`config.mk`:
```
export PLATFORM = sky130hd
export DESIGN_NAME = loop_step_gen
export DESIGN_NICKNAME = d
export VERILOG_FILES = /design/src/rtl/loop_step_gen.sv
export SDC_FILE = /design/constraint.sdc
export NUM_CORES = 1
export LEC_CHECK = 0
export ABC_AREA = 1
export ABC_CLOCK_PERIOD_IN_PS = 1510
export CAP_MARGIN = 20
export CORE_MARGIN = 2
export CORE_UTILIZATION = 48
export CTS_CLUSTER_DIAMETER = 150
export DETAILED_ROUTE_END_ITERATION = 8
export PLACE_DENSITY = 0.89
export SLEW_MARGIN = 30
export SYNTH_ARGS = -nofsm -noshare
export SYNTH_HDL_FRONTEND = slang
export SYNTH_SLANG_ARGS = --single-unit
```
`constraint.sdc`:
```
create_clock -name clk -period 1.51 [get_ports clk]
set_input_delay 0.3775 -clock clk [delete_from_list [all_inputs] [get_ports clk]]
set_output_delay 0.3775 -clock clk [all_outputs]
set_load 0.01 [all_outputs]
```
`src/rtl/loop_step_gen.sv`:
```
// Nested-loop step issuer: walks an odometer index space (level 0 fastest) over latched bounds.
// One step per valid/ready handshake, first step one cycle after start; optional abort under LSG_ABORT_EN.
module loop_step_gen #(
    parameter int BIT_WIDTH = 2,
    parameter int LEVELS    = 3
) (
    input  logic                        clk,
    input  logic                        rst,
    input  logic                        start,
    input  logic [LEVELS*BIT_WIDTH-1:0] max_count,
`ifdef LSG_ABORT_EN
    input  logic                        abort,
`endif
    output logic                        step_valid,
    input  logic                        step_ready,
    output logic [LEVELS*BIT_WIDTH-1:0] step_idx,
    output logic [LEVELS-1:0]           step_wrap,
    output logic                        busy,
    output logic                        done
);
    localparam int W = LEVELS * BIT_WIDTH;

    typedef enum logic [1:0] {
        S_IDLE,
        S_RUN,
        S_DONE
    } state_t;

    state_t              r_state;
    state_t              w_next;
    logic [W-1:0]        r_idx;
    logic [W-1:0]        r_bound;
    logic [W-1:0]        w_idx_nxt;
    logic [LEVELS-1:0]   w_at_bound;
    logic [LEVELS-1:0]   w_wrap;
    logic                w_abort;
    logic                w_accept;

`ifdef LSG_ABORT_EN
    assign w_abort = abort && (r_state == S_RUN);
`else
    assign w_abort = 1'b0;
`endif

    // An aborted cycle never counts as a handshake, even with ready high.
    assign w_accept = (r_state == S_RUN) && step_ready && !w_abort;

    always_comb begin
        logic c;
        w_at_bound = '0;
        w_wrap     = '0;
        c          = 1'b1;
        for (int k = 0; k < LEVELS; k++) begin
            w_at_bound[k] = (r_idx[k*BIT_WIDTH +: BIT_WIDTH] == r_bound[k*BIT_WIDTH +: BIT_WIDTH]);
            c             = c & w_at_bound[k];
            w_wrap[k]     = c;
        end
    end

    // Ripple-carry odometer; the final step rolls every level back to zero.
    always_comb begin
        logic c;
        w_idx_nxt = r_idx;
        c         = 1'b1;
        for (int k = 0; k < LEVELS; k++) begin
            if (c) begin
                if (w_at_bound[k]) begin
                    w_idx_nxt[k*BIT_WIDTH +: BIT_WIDTH] = '0;
                end else begin
                    w_idx_nxt[k*BIT_WIDTH +: BIT_WIDTH] = r_idx[k*BIT_WIDTH +: BIT_WIDTH] + 1'b1;
                    c = 1'b0;
                end
            end
        end
    end

    always_ff @(posedge clk or posedge rst) begin
        if (rst) begin
            r_state <= S_IDLE;
        end else begin
            r_state <= w_next;
        end
    end

    always_comb begin
        w_next = r_state;
        case (r_state)
            S_IDLE: begin
                if (start) begin
                    w_next = S_RUN;
                end
            end
            S_RUN: begin
                if (w_abort) begin
                    w_next = S_IDLE;
                end else if (w_accept && w_wrap[LEVELS-1]) begin
                    w_next = S_DONE;
                end
            end
            S_DONE:  w_next = S_IDLE;
            default: w_next = S_IDLE;
        endcase
    end

    always_ff @(posedge clk or posedge rst) begin
        if (rst) begin
            r_idx   <= '0;
            r_bound <= '0;
        end else if ((r_state == S_IDLE) && start) begin
            r_idx   <= '0;
            r_bound <= max_count;
        end else if (w_abort) begin
            r_idx   <= '0;
        end else if (w_accept) begin
            r_idx   <= w_idx_nxt;
        end
    end

    assign step_valid = (r_state == S_RUN);
    assign busy       = (r_state == S_RUN) || (r_state == S_DONE);
    assign done       = (r_state == S_DONE);
    assign step_idx   = r_idx;
    assign step_wrap  = (r_state == S_RUN) ? w_wrap : '0;

endmodule
```
==> results of run 1 <==
==> through the flow <==
| stage | std cells | worst slack, ns | area, um2 |
|---|---|---|---|
| global route | 198 | -0.397 | 1470 |
| global placement | 183 | -0.321 | 1300 |
| finish | 198 | -0.336 | 1470 |
| detailed placement | 183 | -0.373 | 1300 |
| CTS | 191 | -0.229 | 1360 |
| floorplan | 116 | 0.0492 | 898 |
==> power breakdown <==
part / leakage (nW) / total (mW) / switching, mW / internal, mW
sequential: 0.172 / 0.729 / 0.173 / 0.556
combinational: 0.575 / 2.46 / 1.31 / 1.15
clock: 0.0138 / 0.227 / 0.135 / 0.0929
total: 0.761 / 3.42 / 1.61 / 1.80
==> cells by family (layout without fill, tap and decap cells) <==
| kind of cell | count (synthesis) | in the layout | share of synthesized area [%] |
|---|---|---|---|
| buffers and inverters | 21 | 78 | 8.96 |
| AOI/OAI and AO/OA | 14 | 14 | 9.52 |
| DFF | 14 | 14 | 39.2 |
| adders and majority gates | 5 | 5 | 7.00 |
| xor gates and xnor gates | 2 | 2 | 1.96 |
| and+or+nand+nor | 60 | 60 | 33.3 |
==> placed cells by master, fill, tap and decap left out, types with 2 or more instances in the layout <==
| master | instances |
|---|---|
| nor2_4 | 2 |
| nor2_2 | 2 |
| nor2_1 | 4 |
| nand2_1 | 30 |
| a21oi_1 | 2 |
| nand4_1 | 2 |
| ha_1 | 3 |
| o21ai_0 | 8 |
| nand3_1 | 3 |
| inv_1 | 9 |
| clkdlybuf4s50_1 | 9 |
| xor2_1 | 2 |
| buf_2 | 5 |
| nand2_4 | 6 |
| ha_4 | 2 |
| buf_6 | 7 |
| clkbuf_2 | 2 |
| clkbuf_4 | 3 |
| dfrtp_1 | 13 |
| buf_4 | 30 |
| nand2_2 | 9 |
| o21ai_1 | 2 |
| inv_2 | 10 |
==> timing repair <==
action / 4_1_cts / 5_1_grt
setup endpoints to repair: 12 / 13
gates resized for setup: 47 / 22
pin swaps: 6 / 7
setup buffers: 5 / 8
==> layer usage <==
| metal | vias up | part of all wire (%) | GRT usage [%] |
|---|---|---|---|
| li1 | 473 | - | - |
| met1 | 487 | 37 | 27.4 |
| met2 | 66 | 53 | 43.6 |
| met3 | 21 | 6.1 | 4.23 |
| met4 | 0 | 3.9 | 14.4 |
| met5 | - | 0 | 0 |
==> worst min-delay path, delay by kind of cell <==
kind / cells / cell delay [ns]
buf+inv: 3 / 0.65
==> flip-flops by register name (all words and copies together) (netlist names) <==
name	flops
r_state	2
step_idx	6
r_bound	6
==> path summary, 6_finish.rpt <==
path | endpoint | slack [ns] | cells after the start
max | step_wrap[2] | -0.34 | 6
min | r_state[1] | 0.37 | 3
max reg2reg | step_idx[3] | -0.01 | 7
min reg2reg | r_bound[1] | 0.59 | 2
max in group asynchronous | r_state[0] | 0.95 | 3
min in group clk | r_bound[1] | 0.59 | 2
==> area by class of cell <==
class / instances / area share (%)
Timing Repair Buffer: 55 / 30.5
Clock buffer: 3 / 1.54
Multi-Input combinational cell: 81 / 36.4
Sequential cell: 14 / 24.0
Inverter: 20 / 5.38
Tap cell: 25 / 2.13
==> impl_metrics.py, run 1 <==
metrics = {
    "critical_path": {
        "critPathTopFamily": "simple AND/OR/NAND/NOR gates",
        "worstPathArrival_ns": 1.47,
        "cp_common_cell": "nand2_1",
        "cp_max_fo": 4,
        "criticalPathCategory": "reg -> out",
        "r2r-start": "r_state[1]",
        "cp_slowest_stage_delay_ns": 0.41,
        "path_buf_inv": 2,
        "endpoint_kind": "output port",
        "cp.required_ns": 1.13,
        "start_kind": "flip-flop",
        "cp_slowest_cell": "dfrtp_1",
        "cp_cell_sequence": "inv_1, nand2_1, nand2_1, nand2_1, nor3_2, buf_2",
        "cp-startpoint": "r_bound[5]",
    },
    "route": {
        "avgViaCountPerCell": 5.29,
        "drt-initial-drc-count": 39,
        "drcViolationCount": 0,
        "avgRoutedWirePerCell_um": 16.4,
        "first_pass_iters": 4,
        "final_antenna_net_count": 0,
        "routed_wl_um": 3250,
        "vias": 1047,
    },
    "yosys": {
        "ys_seq_area_share_pct": 39.2,
        "synth_edf_count": 0,
        "synth_nets": 131,
        "netlist_instances": 116,
        "yosys_register_bits": 14,
        "synth_warnings": 0,
        "yosys.area.top_type": "dfrtp_1",
        "syn_area_um2": 893,
        "synth_commonest_cells": "nand2_1 (34), inv_1 (17), dfrtp_1 (14)",
        "synth_area_per_cell_um2": 7.70,
        "ys_dominant_reg_cell": "dfrtp_1",
        "yosysTopAreaCellShare_pct": 39.2,
        "yosysUniqueCellTypes": 20,
        "postSynth.asyncResetShare_pct": 100,
        "synth_most_common_cell": "nand2_1",
        "synthTopCellsByArea": "dfrtp_1 (39%), nand2_1 (14%), inv_1 (7.1%)",
    },
    "placement": {
        "numPortBuffers": 21,
        "place_congestion": 0.804,
        "dpl.hpwl_um": 1630,
    },
    "timing": {
        "tightestPinTransition_ns": 0.244,
        "period_needed_ns": 1.85,
        "whs_ns": 0.374,
        "grt_setup_unrepaired": "true",
        "post-route-period-util_pct": 122,
        "finClkSkew_ns": 0.00557,
        "setup_slack_ns": -0.336,
        "finalHoldViolations": 0,
        "tns_ns": -1.40,
        "report.final.slew_viol_count": 0,
        "max_freq_mhz": 542,
        "finalSetupViolCount": 10,
        "slew_headroom_pct": 83.7,
    },
    "cts": {
        "clk_latency_ns": 0.29,
        "clock_sink_count": 14,
        "cts_buffers": 3,
        "clockBufferDepth": 2,
        "holdBufCountCts": 0,
        "cts_tree": "done",
        "clk_pin_slew_ns": 0.09,
        "cts-htree-levels": 1,
        "cts-root-buf": "clkbuf_4",
    },
    "layout": {
        "antenna_cells": 0,
        "utilization_pct": 84.0,
        "fin_nets": 190,
        "seqCellArea_um2": 352,
        "area_delta_synth_final_pct": 64.1,
        "fillers": 107,
        "drive_gt1_share_pct": 48.6,
        "multiInputGateArea_um2": 534,
    },
    "floorplanning": {
        "start_util_pct": 51.2,
        "io_pins": 22,
        "dieWidth_um": 47.1,
        "fp.dieArea_um2": 2220,
        "coreArea_um2": 1750,
        "die_h_um": 47.1,
        "rows": 15,
    },
    "grt": {
        "antenna_found_initial": 0,
        "grt_overflow_total": 0,
        "grt_max_degree": 15,
        "grt_pass1_vias": 885,
        "grt_pass1_wl_um": 3660,
        "grt_usage_pct": 24.6,
    },
    "outcome": {
        "violations": "setup timing",
        "outcome": "complete, but fails checks",
    },
    "worst_hold_path": {
        "hp-class": "in -> async",
    },
    "power_and_ir_drop": {
        "leakage_nw": 0.761,
        "finalPower_mw": 3.42,
        "p_per_area_nw_per_um2": 2330,
        "ir_drop_mv": 1.49,
    },
    "run": {
        "maxCapViolations": 0,
    },
}
Power figures use the tool's default switching activity.
==> run 2: changes to the inputs <==
- CAP_MARGIN: 20 -> not set
- SLEW_MARGIN: 30 -> 20
==> results of run 2 <==
Final layout, timing and power as in run 1 (identical DEF).
